[config.mk]
export PLATFORM = sky130hd
export DESIGN_NAME = imem_dmem_arbiter
export DESIGN_NICKNAME = d
export VERILOG_FILES = /design/src/rtl/imem_dmem_arbiter.sv
export SDC_FILE = /design/constraint.sdc
export NUM_CORES = 1
export LEC_CHECK = 0
export BUFFER_PORTS_ARGS = -buffer_cell sky130_fd_sc_hd__buf_2
export CORE_MARGIN = 2
export CORE_UTILIZATION = 35
export DETAILED_ROUTE_END_ITERATION = 12
export PLACE_DENSITY = 0.7
export SYNTH_ARGS = -nofsm -noshare
export SYNTH_HDL_FRONTEND = slang
export SYNTH_SLANG_ARGS = --single-unit
[constraint.sdc]
create_clock -name clk -period 2.1 [get_ports clk]
set_input_delay 0.42 -clock clk [delete_from_list [all_inputs] [get_ports clk]]
set_output_delay 0.42 -clock clk [all_outputs]
set_load 0.02 [all_outputs]
[src/rtl/imem_dmem_arbiter.sv]
// Arbiter sequencing a single-port unified memory between instruction fetch and data access.
// Define ARB_RR_EN for round-robin arbitration; otherwise data has fixed priority over fetch.
module imem_dmem_arbiter #(
    parameter int ADDR_W  = 32,
    parameter int DATA_W  = 32,
    parameter int MEM_LAT = 2
) (
    input  logic              clk,
    input  logic              rst,
    input  logic              i_req,
    input  logic [ADDR_W-1:0] i_addr,
    output logic [DATA_W-1:0] i_rdata,
    output logic              i_ready,
    input  logic              d_req,
    input  logic              d_we,
    input  logic [ADDR_W-1:0] d_addr,
    input  logic [DATA_W-1:0] d_wdata,
    output logic [DATA_W-1:0] d_rdata,
    output logic              d_ready,
    output logic              mem_en,
    output logic              mem_we,
    output logic [ADDR_W-1:0] mem_addr,
    output logic [DATA_W-1:0] mem_wdata,
    input  logic [DATA_W-1:0] mem_rdata,
    output logic [1:0]        grant
);

    typedef enum logic [1:0] {IDLE, ISSUE, WAIT, RESP} state_e;

    localparam logic [3:0] LAT_LOAD = 4'(MEM_LAT - 1);

    state_e            state_q;
    logic [3:0]        cnt_q;
    logic [1:0]        grant_q;
    logic              mem_en_q;
    logic              mem_we_q;
    logic [ADDR_W-1:0] mem_addr_q;
    logic [DATA_W-1:0] mem_wdata_q;
    logic [DATA_W-1:0] i_rdata_q;
    logic [DATA_W-1:0] d_rdata_q;
    logic              i_ready_q;
    logic              d_ready_q;
    logic              pick_data_d;

`ifdef ARB_RR_EN
    // last_owner_q = 1 means data was served last, so fetch wins the next tie.
    logic last_owner_q;
    always_comb pick_data_d = d_req && (!i_req || !last_owner_q);
`else
    always_comb pick_data_d = d_req;
`endif

    always_ff @(posedge clk) begin
        if (rst) begin
            state_q     <= IDLE;
            cnt_q       <= '0;
            grant_q     <= 2'b00;
            mem_en_q    <= 1'b0;
            mem_we_q    <= 1'b0;
            mem_addr_q  <= '0;
            mem_wdata_q <= '0;
            i_rdata_q   <= '0;
            d_rdata_q   <= '0;
            i_ready_q   <= 1'b0;
            d_ready_q   <= 1'b0;
`ifdef ARB_RR_EN
            last_owner_q <= 1'b0;
`endif
        end else begin
            i_ready_q <= 1'b0;
            d_ready_q <= 1'b0;
            mem_en_q  <= 1'b0;
            mem_we_q  <= 1'b0;
            case (state_q)
                IDLE: begin
                    grant_q <= 2'b00;
                    if (i_req || d_req) begin
                        state_q  <= ISSUE;
                        mem_en_q <= 1'b1;
                        if (pick_data_d) begin
                            grant_q     <= 2'b10;
                            mem_we_q    <= d_we;
                            mem_addr_q  <= d_addr;
                            mem_wdata_q <= d_wdata;
                        end else begin
                            grant_q    <= 2'b01;
                            mem_addr_q <= i_addr;
                        end
                    end
                end
                ISSUE: begin
                    if (mem_we_q) begin
                        d_ready_q <= 1'b1;
                        state_q   <= RESP;
                    end else if (MEM_LAT == 1) begin
                        if (grant_q[1]) begin
                            d_rdata_q <= mem_rdata;
                            d_ready_q <= 1'b1;
                        end else begin
                            i_rdata_q <= mem_rdata;
                            i_ready_q <= 1'b1;
                        end
                        state_q <= RESP;
                    end else begin
                        cnt_q   <= LAT_LOAD;
                        state_q <= WAIT;
                    end
                end
                WAIT: begin
                    if (cnt_q == 4'd0) begin
                        if (grant_q[1]) begin
                            d_rdata_q <= mem_rdata;
                            d_ready_q <= 1'b1;
                        end else begin
                            i_rdata_q <= mem_rdata;
                            i_ready_q <= 1'b1;
                        end
                        state_q <= RESP;
                    end else begin
                        cnt_q <= cnt_q - 4'd1;
                    end
                end
                RESP: begin
                    state_q <= IDLE;
                    grant_q <= 2'b00;
`ifdef ARB_RR_EN
                    last_owner_q <= grant_q[1];
`endif
                end
                default: state_q <= IDLE;
            endcase
        end
    end

    assign i_rdata   = i_rdata_q;
    assign i_ready   = i_ready_q;
    assign d_rdata   = d_rdata_q;
    assign d_ready   = d_ready_q;
    assign mem_en    = mem_en_q;
    assign mem_we    = mem_we_q;
    assign mem_addr  = mem_addr_q;
    assign mem_wdata = mem_wdata_q;
    assign grant     = grant_q;

endmodule
* Word-level counts from Yosys, hierarchy flattened
Cells that the tools add are included.
** Storage, ports and cells
- Register bits :: 140
- Output and inout port bits :: 134
- Logic and storage cells :: 56
** Cells by class
- Add/subtract/negate cells :: 1
- Eq/ne operators :: 7
- Mux-type cells :: 17
- Bitwise operators :: 6
- Reductions and logical operators :: 14
** Operator list (number)
- $mux 32 :: 1
- $reduce_and 3->1 :: 4
- $mux 2 :: 4
- $mux 4 :: 2
- $ne 2x2->1 const B :: 4
- $pmux 2 s4 :: 1
- $pmux 4 s2 :: 1
- $mux 1 :: 6
- $not 1->1 :: 6
- $eq 2x2->1 const B :: 2
- $logic_not 4->1 :: 1
- $pmux 2 s2 :: 1
- $reduce_and 2->1 :: 2
- $reduce_bool 2->1 :: 2
- $reduce_or 4->1 :: 1
- $sub 4x1->4 const B :: 1
- $reduce_or 3->1 :: 1
- $eq 2x1->1 const B :: 1
- $logic_not 2->1 :: 1
- $pmux 1 s2 :: 1
- $reduce_or 2->1 :: 1
- $logic_or 1x1->1 :: 1

* Logic depth before layout (Yosys ltp)
Gate-level depths: netlist (run 1).
- Depth in word-level cells :: 3
- Gate-level depth with buffers :: 7

* Least setup slack after synthesis (run 1)
OpenSTA, ideal clock, no wires.
- Path type :: register to register
- Start :: register state_q[0]
- End :: register d_ready_q, in the netlist d_ready
- Library setup time :: 0.117 ns
- Arrival :: 1.437 ns
- Required time :: 1.983 ns
- Setup slack :: 0.546 ns
- Cell stages (with the launch flop) :: 8
- Period minus slack after synthesis :: 1.554 ns
- Cells stage by stage :: dfxtp_1 > inv_1 > ha_1 > and4bb_2 > buf_4 > buf_4 > a22oi_1 > nor2_1
** On the way
- Longest elaborated chain between the ends :: 2
- Elaborated cells on any way between the ends :: 3
** RTL lines
- start, declared :: RTL line 32 : state_e state_q;
- start signal, assigned :: RTL line 55 : state_q <= IDLE;
- start signal, assigned :: RTL line 78 : state_q <= ISSUE;
- start signal, assigned :: RTL line 94 : state_q <= RESP;
- $eq 2x2->1 or $eq 2x1->1 (tied branches) :: RTL line 74 : case (state_q)
- $pmux 1 s2 (*) :: RTL line 74
- end signal, assigned :: RTL line 71 : d_ready_q <= 1'b0;
- end signal, assigned :: RTL line 93 : d_ready_q <= 1'b1;
- end signal, assigned :: RTL line 98 : d_ready_q <= 1'b1;
- end, declared :: RTL line 42 : logic d_ready_q;
Mark *: on every way between the ends. The rest lies on a longest branch, timed or not.
A chain may end at the register's enable or synchronous reset.

* Worst setup path after layout (run 1)
- Start :: register state_q[0]
- End :: register cnt_q[0]
** On the way
- Longest elaborated chain between the ends :: 3
- Elaborated cells on any way between the ends :: 7
** RTL lines
- $eq 2x2->1 or $eq 2x1->1 (tied branches) :: RTL line 74
- $ne 2x2->1 (no source line) or $reduce_bool 2->1 (tied branches)
- $reduce_and 3->1 (no source line)
- end signal, assigned :: RTL line 120 : cnt_q <= cnt_q - 4'd1;
- end, declared :: RTL line 33 : logic [3:0] cnt_q;
Parallel ways exist; a longest one is shown, timed or not.

==> results.txt, run 1 <==
----------------------------------------------------
[Die]
  Die X-Extent ... 129.5 um
  IO Pins ... between 200 and 300
  Die Height ... 129.5 um
  Row Count ... 45
  Die area ... 16,770 um2
  Starting Density ... 0.3600
  Core region area ... 15,310 um2

[STA]
  Worst relative slew slack ... 0.5851
  Worst-Margin Slew ... 0.6224 ns
  Total setup violations reported at the end of the flow ... 0
  Max Freq ... between 500 and 600 MHz
  Time the worst path needs with I/O delays and setup ... between 1.5 and 2 ns
  Crit share post-route ... 0.8182
  RSZ-0062 raised after global routing ... no
  Worst hold slack after final layout ... 0.2386 ns
  Fin Setup TNS ... 0 ns
  Clock skew after layout ... between 0.007 and 0.008 ns
  Hold Vio Cnt, Final ... 0
  Number of pins exceeding their max-slew limit in the final report ... 0

[GRT]
  Final global-route overflow total ... 0
  Number of antenna violations at the first check in global routing ... 0
  Pin count of the biggest net entering global routing ... 66
  Total routing usage reported by global routing ... 0.1788
  Number of global-route vias before repair ... slightly below 5,000
  First-pass GRT wire length ... 23.85 mm

[Cells and area]
  Filler Cell Count ... between 1,000 and 1,500
  Signed area change from the synthesized netlist to the final layout ... 39.17%
  NumNets Final ... 1,027
  Number of antenna repair diodes ... 0
  Layout cell share with drive strength beyond 1 ... 0.3600
  Count of non-filler cells in the finished layout ... 1,111
  Share of the core filled with cells ... 0.5010

[Clock network]
  CTS hold repair buffers ... 0
  Root buffer cell ... sky130_fd_sc_hd__clkbuf_16
  CTS sink count ... 140
  Number of CTS-inserted buffers ... 17
  H-tree lvl count ... 4
  Resize count post-CTS ... 0
  Clock insertion delay at the later pin of the skew report ... ~0.41 ns
  Maximum buffer depth of the clock tree ... 2
  Clock tree from TritonCTS ... yes
  Number of buffers added for setup after CTS ... 0
  Clk slew on worst S/H paths ... 0.06 ns

[Critical path]
  Arrival time of the worst setup path ... 2.02 ns
  CP startpoint kind ... flip-flop
  Required time worst endpoint ... approximately 2.4 ns
  Critical setup path kind ... reg -> reg
  Largest incremental delay on the critical path ... roughly 0.34 ns
  Crit-path slowest cell ... sky130_fd_sc_hd__dfxtp_1
  Kind of capture point of the worst setup path ... flip-flop
  Worst-path maximum fanout ... 47
  Timing startpoint of the critical path ... state_q[0]
  R2r startpoint ... state_q[0]
  Critical path cell sequence ... inv_1 -> ha_1 -> and4bb_2 -> buf_12 -> nor2_1 -> a22o_1

[Placement]
  I/O Buffers ... around 270
  Hpwl dp ... approximately 11 mm
  Placed cell count ... 1,079
  GPL Wtd Cong ... 0.7545

[Drt]
  DRC marker count from the first detailed-route iteration ... 270
  Remaining antenna violation count ... 0
  Count of unresolved DRC violations after routing ... 0
  Wire per inst ... 13.75 um
  Vias per Instance ... between 4 and 5
  DR pass1 iterations ... 4
  DRT Wirelength ... 15.28 mm
  Count of vias placed by the detailed router ... 5,395

[Yosys]
  Post-Syn Area per Cell ... 8.587 um2
  FF+latch count, synth ... 140
  Seq/Total Area, Yosys ... 0.5084
  Count of mapped cells out of synthesis ... 642
  Area of the mapped netlist ... 5513 um2
  Synthesized net count ... 782
  Total of warnings raised by yosys ... 0
  Number of different library cells in the post-synthesis netlist ... 33

[Power and ir drop]
  Worst supply voltage drop on vdd ... 0.6045 mV
  P_sw ... 3602 uW
  Design Power ... 9797 uW
  Sw Ratio ... 0.3677
  Sequential share of power ... 0.346
  Leak ... 0.003487 uW
  Total power per unit cell area ... around 1300 nW/um2
  Cell internal power dissipation ... approximately 6200 uW
  Portion of total power attributed to combinational logic ... 0.347
  Proportion of power drawn by the clock network ... 0.308

[Worst hold path]
  Path type of the worst min-delay path ... in -> reg
  Hold Startpoint ... d_wdata[18]

[Status]
  Status ... finished, final reports clean

[Job]
  Number of max-cap violations ... 0

----------------------------------------------------
[power groups by stage]
stage	registers [uW]	logic [uW]	clock network, uW
finish	3390	3400	3010
global route	3450	3750	3200
CTS	3390	3430	3090
detailed placement	3440	3420	0
global placement	3430	3390	0
floorplan	3990	1760	0
[Yosys cell counts]
library cell | instances | area (um2)
sky130_fd_sc_hd__a22oi_1 | 2 | 15.01
sky130_fd_sc_hd__and2_1 | 1 | 6.260
sky130_fd_sc_hd__or3b_4 | 1 | 11.26
sky130_fd_sc_hd__inv_1 | 6 | 22.52
sky130_fd_sc_hd__a21oi_1 | 99 | 495.5
sky130_fd_sc_hd__nor2b_1 | 3 | 18.77
sky130_fd_sc_hd__nand2_1 | 65 | 244.0
sky130_fd_sc_hd__ha_1 | 7 | 87.58
sky130_fd_sc_hd__nand4bb_1 | 1 | 11.26
sky130_fd_sc_hd__o32ai_1 | 3 | 26.28
sky130_fd_sc_hd__a211oi_1 | 32 | 240.2
sky130_fd_sc_hd__buf_4 | 7 | 52.55
sky130_fd_sc_hd__mux2i_1 | 33 | 330.3
sky130_fd_sc_hd__or3_1 | 2 | 12.51
sky130_fd_sc_hd__buf_1 | 3 | 11.26
sky130_fd_sc_hd__a21boi_0 | 1 | 7.510
sky130_fd_sc_hd__nor3_1 | 1 | 5.000
sky130_fd_sc_hd__a22o_1 | 2 | 17.52
sky130_fd_sc_hd__a32oi_1 | 1 | 8.760
sky130_fd_sc_hd__a222oi_1 | 1 | 10.01
sky130_fd_sc_hd__o21ai_0 | 65 | 325.3
sky130_fd_sc_hd__a21bo_2 | 1 | 10.01
sky130_fd_sc_hd__clkinv_1 | 1 | 3.750
sky130_fd_sc_hd__nor3b_1 | 1 | 7.510
sky130_fd_sc_hd__dfxtp_1 | 140 | 2803
sky130_fd_sc_hd__clkbuf_1 | 42 | 157.7
sky130_fd_sc_hd__and4bb_2 | 1 | 12.51
sky130_fd_sc_hd__nor2_1 | 40 | 150.1
sky130_fd_sc_hd__nand4_1 | 1 | 6.260
sky130_fd_sc_hd__o21a_1 | 1 | 7.510
sky130_fd_sc_hd__buf_2 | 9 | 45.04
sky130_fd_sc_hd__nand3_1 | 65 | 325.3
sky130_fd_sc_hd__nand2b_1 | 4 | 25.02
[cell families after synthesis]
kind of cell	count (synthesis)	share of synthesized area
buffers and inverters	68	0.05311
adder cells (fa/ha/maj)	7	0.01589
flip-flops	140	0.5084
multiplexers	33	0.05992
AND/OR/NAND/NOR	186	0.1516
AO/OA/AOI/OAI	208	0.2111
[flip-flops by register name (all words and copies together) (netlist names)]
register	flops
mem_en	1
d_rdata	32
mem_we	1
d_ready	1
i_ready	1
grant	2
cnt_q	4
i_rdata	32
mem_addr	32
mem_wdata	32
state_q	2
[critical path: cells and delay by family, from the launching register on]
kind / cells / cell delay, ns
adder cells (fa/ha/maj): 1 / 0.33
buffers and inverters: 2 / 0.34
flip-flops: 1 / 0.34
AND/OR/NAND/NOR: 2 / 0.40
AO/OA/AOI/OAI: 1 / 0.20
[layout make-up]
type / count / area (um2) / share of cell area
clock buffer: 18 / 429.2 / 0.05594
clock inverter: 14 / 171.4 / 0.02234
inverter: 7 / 26.28 / 0.003425
multi-input combinational: 434 / 2424 / 0.3159
sequential: 140 / 2804 / 0.3655
tap: 211 / 264.0 / 0.03441
timing repair buffer: 287 / 1554 / 0.2025
[cells in the final DEF, fill, tap and decap left out, types with 4 or more instances in the layout]
cell type | Yosys | final
sky130_fd_sc_hd__a211oi_1 | 32 | 32
sky130_fd_sc_hd__a21oi_1 | 99 | 99
sky130_fd_sc_hd__buf_12 | 0 | 5
sky130_fd_sc_hd__buf_2 | 9 | 265
sky130_fd_sc_hd__buf_4 | 7 | 17
sky130_fd_sc_hd__clkbuf_16 | 0 | 17
sky130_fd_sc_hd__clkinv_2 | 0 | 4
sky130_fd_sc_hd__clkinv_4 | 0 | 4
sky130_fd_sc_hd__dfxtp_1 | 140 | 139
sky130_fd_sc_hd__ha_1 | 7 | 7
sky130_fd_sc_hd__inv_1 | 6 | 6
sky130_fd_sc_hd__mux2i_1 | 33 | 33
sky130_fd_sc_hd__nand2_1 | 65 | 65
sky130_fd_sc_hd__nand2b_1 | 4 | 4
sky130_fd_sc_hd__nand3_1 | 65 | 65
sky130_fd_sc_hd__nor2_1 | 40 | 40
sky130_fd_sc_hd__o21ai_0 | 65 | 65
[path summary, 6_finish.rpt]
check | to | slack, ns | cells past startpoint
setup / recovery | cnt_q[0] | 0.38 | 6
hold / removal | mem_wdata[18] | 0.24 | 3
setup reg to reg | cnt_q[0] | 0.38 | 6
hold reg to reg | mem_wdata[2] | 0.45 | 2
[routing by layer]
layer / wire length, um / vias up / track usage
li1: - / 2751 / -
met1: 6551 / 2415 / 0.2211
met2: 7233 / 217 / 0.2957
met3: 1309 / 12 / 0.05409
met4: 186 / 0 / 0.06515
met5: 0 / - / 0
[through the flow]
stage,instance area [um2],setup WS [ns]
5_1_grt,7672,0.2580
3_5_place_dp,7072,0.3867
2_1_floorplan,5513,0.5458
6_report,7672,0.3818
4_1_cts,7672,0.3794
3_3_place_gp,7072,0.4217
(Power assumes the default switching activity.)
==> inputs of run 2 (changes only) <==
==> constraint.sdc (replaced) <==
create_clock -name clk -period 1.78 [get_ports clk]
set_input_delay 0.356 -clock clk [delete_from_list [all_inputs] [get_ports clk]]
set_output_delay 0.356 -clock clk [all_outputs]
set_load 0.02 [all_outputs]
==> run 2 against run 1 <==
- sequential power is 19% higher
- core utilization increased by 0.33 points
- die area unchanged
- hold slack worse by 0.075 ns
- clock skew is 0.0033 ns higher
- global-route usage increased by 0.13 points
- maximum frequency grew 2.8%
- non-clock buffer count decreased by 2
- critical path depth increased by 1
- critical endpoint is now d_rdata[12]
- highest routed layer unchanged
==> results.txt, run 2 (synthesis results as in run 1) <==
----------------------------------------------------
[Drt]
  Count of unresolved DRC violations after routing ... 0
  DRC marker count from the first detailed-route iteration ... 456
  DR pass1 iterations ... 4
  Vias per Instance ... 4.868
  Wire per inst ... 13.75 um
  DRT Wirelength ... about 15 mm
  Count of vias placed by the detailed router ... ~5,400
  Remaining antenna violation count ... 0

[Placement]
  Hpwl dp ... about 11 mm
  Post-place setup slack ... 0.1359 ns
  GPL Wtd Cong ... 0.7796
  Placed cell count ... 1,076
  I/O Buffers ... 266

[STA]
  Worst-Margin Slew ... approximately 0.33 ns
  Fin Setup TNS ... 0 ns
  Clock skew after layout ... between 0.01 and 0.015 ns
  RSZ-0062 raised after global routing ... no
  Total setup violations reported at the end of the flow ... 0
  Number of pins exceeding their max-slew limit in the final report ... 0
  Hold Vio Cnt, Final ... 0
  Worst relative slew slack ... 0.7801
  Time the worst path needs with I/O delays and setup ... ~1.7 ns
  PnR worst setup slack ... 0.1087 ns
  Crit share post-route ... 0.9389
  Max Freq ... 598.3 MHz

[Critical path]
  Arrival time of the worst setup path ... 1.97 ns
  Worst-path maximum fanout ... 66
  Critical path buffers and inverters ... 3
  Critical path cell sequence ... inv_1 -> ha_2 -> buf_4 -> nand4bb_2 -> buf_12 -> o21ai_0 -> a21oi_1
  Required time worst endpoint ... between 2 and 2.5 ns
  Kind of capture point of the worst setup path ... flip-flop
  CP startpoint kind ... flip-flop
  Kind of cell with the highest combined delay on the critical path ... buffers and inverters
  Largest incremental delay on the critical path ... 0.34 ns
  Critical setup path kind ... reg -> reg
  Crit-path slowest cell ... sky130_fd_sc_hd__dfxtp_1

[GRT]
  Met2 usage in global routing ... 0.2827
  Final global-route overflow total ... 0
  Number of antenna violations at the first check in global routing ... 0
  Layer with the highest usage after global routing ... met2
  GR Layer Usage met1 ... 0.2291
  First-pass GRT wire length ... about 24 mm
  Pin count of the biggest net entering global routing ... 67
  Met3 Track Usage GR ... 0.06358
  Number of global-route vias before repair ... 4,871
  Total routing usage reported by global routing ... 0.1800

[Cells and area]
  Signed area change from the synthesized netlist to the final layout ... 40.08%
  Count of non-filler cells in the finished layout ... 1,109
  Most frequent cells in the layout ... sky130_fd_sc_hd__buf_2 (265), sky130_fd_sc_hd__dfxtp_1 (139), sky130_fd_sc_hd__a21oi_1 (99), sky130_fd_sc_hd__nand2_1 (65), sky130_fd_sc_hd__nand3_1 (65)
  Layout cell share with drive strength beyond 1 ... 0.3619
  Filler Cell Count ... 1,451
  Number of antenna repair diodes ... 0
  Most common cell after layout, fill and taps aside ... sky130_fd_sc_hd__buf_2
  NumNets Final ... 1,025
  Share of the core filled with cells ... 0.5042

[Power and ir drop]
  Total power per unit cell area ... ~1500 nW/um2
  Sequential share of power ... 0.344
  P_sw ... 4350 uW
  Portion of total power attributed to combinational logic ... 0.350
  Leak ... ~0.0035 uW
  Cell internal power dissipation ... 7384 uW
  Sw Ratio ... 0.3707
  Design Power ... 11,730 uW
  Worst supply voltage drop on vdd ... 0.7905 mV
  Proportion of power drawn by the clock network ... 0.306

[Clock network]
  Clock insertion delay at the later pin of the skew report ... 0.42 ns
  H-tree lvl count ... 4
  Number of CTS-inserted buffers ... 17
  Number of buffers added for setup after CTS ... 0
  Maximum buffer depth of the clock tree ... 2
  Root buffer cell ... sky130_fd_sc_hd__clkbuf_16
  CTS sink count ... between 100 and 150
  Clk slew on worst S/H paths ... around 0.06 ns
  Clock tree from TritonCTS ... yes

[Die]
  Starting Density ... 0.3600
  Die Height ... 129.5 um
  Core region area ... 15,310 um2
  Die X-Extent ... 129.5 um
  IO Pins ... 267
  Die area ... approximately 17,000 um2
  Row Count ... 45

[Worst hold path]
  Path type of the worst min-delay path ... in -> reg

[Job]
  Number of max-cap violations ... 0

[Status]
  Status ... finished, final reports clean

----------------------------------------------------
-- run 2: cell types whose count changed in the layout (fill, tap and decap cells not counted), sizes merged --
cell and delta:
inv +6, bufinv -1, clkinv -6, buf -3
clkbuf +2
-- run 2: path summary, 6_finish.rpt --
path | to | start | cells after the start | slack, ns
max | d_rdata[12] | state_q[0] | 7 | 0.11
min | mem_wdata[14] | d_wdata[14] | 3 | 0.16
max reg2reg | d_rdata[12] | state_q[0] | 7 | 0.11
min reg2reg | mem_wdata[25] | mem_wdata[25] | 2 | 0.45
-- run 2: timing repair --
| item | 4_1_cts | 5_1_grt |
|---|---|---|
| hold buffers | 0 | 0 |
| gates resized for setup | 0 | 4 |
| setup endpoints to repair | 0 | 25 |
-- run 2: final cells by class --
class,count,area [um2],share of cell area
repair buffers,285,1594,0.2064
well taps,211,264.0,0.03419
flip-flops and latches,140,2804,0.3631
inverters,7,26.28,0.003402
clock inverters,13,152.6,0.01977
multi-input cells,434,2429,0.3145
clock buffers,19,452.9,0.05865
-- run 2: through the flow --
stage | cell area [um2] | hold WS (ns)
after CTS | 7692 | 0.1475
after global routing | 7722 | 0.1475
final | 7722 | 0.1636
after detailed placement | 7087 | 0.4430
after global placement | 7087 | 0.4397
after floorplan | 5513 | 0.4621
-- run 2: metal layers --
metal  wire (um)  vias to the layer above
li1            -                     2747
met2        7127                      230
met3        1362                       15
met5           0                        -
met4         199                        0
met1        6565                     2407
-- run 2: power by group through the flow --
stage / logic, uW / clock network, uW / registers (uW)
floorplan: 2080 / 0 / 4710
global placement: 4030 / 0 / 4090
detailed placement: 4060 / 0 / 4100
CTS: 4060 / 3680 / 4040
global route: 4550 / 3830 / 4110
finish: 4110 / 3590 / 4030
-- run 2: worst min-delay path, stage by stage --
cell,delay [ns]
sky130_fd_sc_hd__buf_2,0.09
sky130_fd_sc_hd__nand2_1,0.04
sky130_fd_sc_hd__a21oi_1,0.05
==> inputs of run 3 (changes only) <==
--- a/config.mk
+++ b/config.mk
@@ -10,6 +10,7 @@
 export CORE_UTILIZATION = 35
 export DETAILED_ROUTE_END_ITERATION = 12
 export PLACE_DENSITY = 0.7
+export RECOVER_POWER = 50
 export SYNTH_ARGS = -nofsm -noshare
 export SYNTH_HDL_FRONTEND = slang
 export SYNTH_SLANG_ARGS = --single-unit
==> run 3 against run 2 <==
- core utilization decreased by 1.1 points
- wire length increased by 0.94%
- cell area decreased by 2.1%
- non-clock buffer count unchanged
- first-iteration DRC count decreased by 10%
- setup slack improved by 0.0078 ns
- register-to-register slack about the same
- clock power about the same
- clock skew decreased by 0.00081 ns
- sequential share of layout area increased by 0.79 points
- global-route usage unchanged
- critical path type unchanged
==> results.txt, run 3 (synthesis results as in run 1) <==
----------------------------------------------------
[Cells and area]
  Layout cell share with drive strength beyond 1 ... 0.2149
  Area taken by flip-flops and latches ... 2804 um2
  Number of antenna repair diodes ... 0
  Area used by multi-input combinational logic ... 2429 um2
  Filler Cell Count ... 1,511
  NumNets Final ... 1,025
  Share of the core filled with cells ... 0.4935
  Most common cell after layout, fill and taps aside ... sky130_fd_sc_hd__dfxtp_1
  Count of non-filler cells in the finished layout ... between 1,000 and 1,500
  Signed area change from the synthesized netlist to the final layout ... 37.09%
  Most frequent cells in the layout ... sky130_fd_sc_hd__dfxtp_1 (139), sky130_fd_sc_hd__buf_2 (133), sky130_fd_sc_hd__clkbuf_1 (132), sky130_fd_sc_hd__a21oi_1 (99)

[GRT]
  Pin count of the biggest net entering global routing ... 67
  Number of global-route vias before repair ... 4,871
  Final global-route overflow total ... 0
  Number of antenna violations at the first check in global routing ... 0
  First-pass GRT wire length ... 24.00 mm
  Total routing usage reported by global routing ... 0.1800

[Critical path]
  Kind of capture point of the worst setup path ... flip-flop
  Required time worst endpoint ... between 2 and 2.5 ns
  CP startpoint kind ... flip-flop
  Depth of the most critical reg-to-reg path ... 7
  R2r setup slk ... 0.12 ns
  Arrival time of the worst setup path ... roughly 2 ns
  Critical setup path kind ... reg -> reg
  Worst-path maximum fanout ... 66

[Clock network]
  Number of buffers added for setup after CTS ... 0
  H-tree lvl count ... 4
  CTS sink count ... 140
  Maximum buffer depth of the clock tree ... 2
  CTS hold repair buffers ... 0
  Root buffer cell ... sky130_fd_sc_hd__clkbuf_16
  Clock tree from TritonCTS ... yes
  Clock insertion delay at the later pin of the skew report ... about 0.42 ns
  Resize count post-CTS ... 0
  Clk slew on worst S/H paths ... 0.06 ns
  Number of CTS-inserted buffers ... 17

[Drt]
  DRC marker count from the first detailed-route iteration ... 409
  Count of vias placed by the detailed router ... 5,432
  DR pass1 iterations ... 4
  Count of unresolved DRC violations after routing ... 0
  Remaining antenna violation count ... 0
  DRT Wirelength ... 15.40 mm
  Wire per inst ... 13.88 um
  Vias per Instance ... 4.898

[STA]
  Hold Vio Cnt, Final ... 0
  Fin Setup TNS ... 0 ns
  Total setup violations reported at the end of the flow ... 0
  Worst relative slew slack ... 0.7803
  Crit share post-route ... 0.9345
  Worst-Margin Slew ... 0.3295 ns
  Clock skew after layout ... slightly below 0.01 ns
  Max Freq ... 601.1 MHz
  Time the worst path needs with I/O delays and setup ... 1.663 ns
  RSZ-0062 raised after global routing ... no
  Number of pins exceeding their max-slew limit in the final report ... 0

[Die]
  Die area ... between 15,000 and 20,000 um2
  Core region area ... 15,310 um2
  Die Height ... approximately 130 um
  IO Pins ... ~270
  Row Count ... 45
  Die X-Extent ... 129.5 um
  Starting Density ... 0.3600

[Status]
  Status ... finished, final reports clean

[Power and ir drop]
  Leak ... 0.002957 uW
  Worst supply voltage drop on vdd ... 0.7870 mV
  Total power per unit cell area ... between 1500 and 2000 nW/um2

[Placement]
  I/O Buffers ... 266
  Placed cell count ... 1,076
  Hpwl dp ... 10.57 mm
  GPL Wtd Cong ... 0.7796

[Job]
  Number of max-cap violations ... 0

[Worst hold path]
  Worst hold stages ... 3
  Path type of the worst min-delay path ... in -> reg

----------------------------------------------------
==> run 3: area by class of cell <==
| type | instances | share of cell area |
|---|---|---|
| well taps | 211 | 0.03493 |
| clock inverters | 13 | 0.02020 |
| repair buffers | 285 | 0.1891 |
| inverters | 7 | 0.003477 |
| multi-input cells | 434 | 0.3214 |
| flip-flops and latches | 140 | 0.3710 |
| clock buffers | 19 | 0.05993 |
==> run 3: report_power, final <==
part / total (uW) / switching, uW / internal (uW)
Combinational: 3970 / 2610 / 1350
Clock: 3600 / 1430 / 2170
Sequential: 4050 / 333 / 3720
==> run 3: layer usage <==
layer | vias up | global-route usage | routed length, um
li1 | 2748 | - | -
met1 | 2432 | 0.2291 | 6652
met2 | 235 | 0.2827 | 7089
met3 | 17 | 0.06358 | 1428
met4 | 0 | 0.06641 | 227
met5 | - | 0 | 0
==> run 3: worst max-delay path: stages (launching register included) <==
cell and delay (ns):
sky130_fd_sc_hd__dfxtp_1 0.34, sky130_fd_sc_hd__inv_1 0.14, sky130_fd_sc_hd__ha_2 0.25, sky130_fd_sc_hd__buf_4 0.13
sky130_fd_sc_hd__nand4bb_2 0.13, sky130_fd_sc_hd__buf_12 0.21, sky130_fd_sc_hd__o21ai_0 0.21, sky130_fd_sc_hd__a21oi_1 0.10
==> run 3: worst paths after layout <==
path                                   start             to
worst min register to register  mem_wdata[2]   mem_wdata[2]
worst min-delay path             d_wdata[14]  mem_wdata[14]
worst max register to register    state_q[0]    d_rdata[12]
worst max-delay path              state_q[0]    d_rdata[12]
==> run 3: stage by stage <==
step | setup WS (ns) | power (uW) | hold WS (ns) | instance area (um2)
global route | 0.004641 | 12370 | 0.1475 | 7557
detailed placement | 0.1359 | 8155 | 0.4430 | 7087
global placement | 0.1613 | 8114 | 0.4397 | 7087
floorplan | 0.2258 | 6788 | 0.4621 | 5513
finish | 0.1165 | 11620 | 0.1645 | 7557
CTS | 0.08650 | 11770 | 0.1475 | 7692
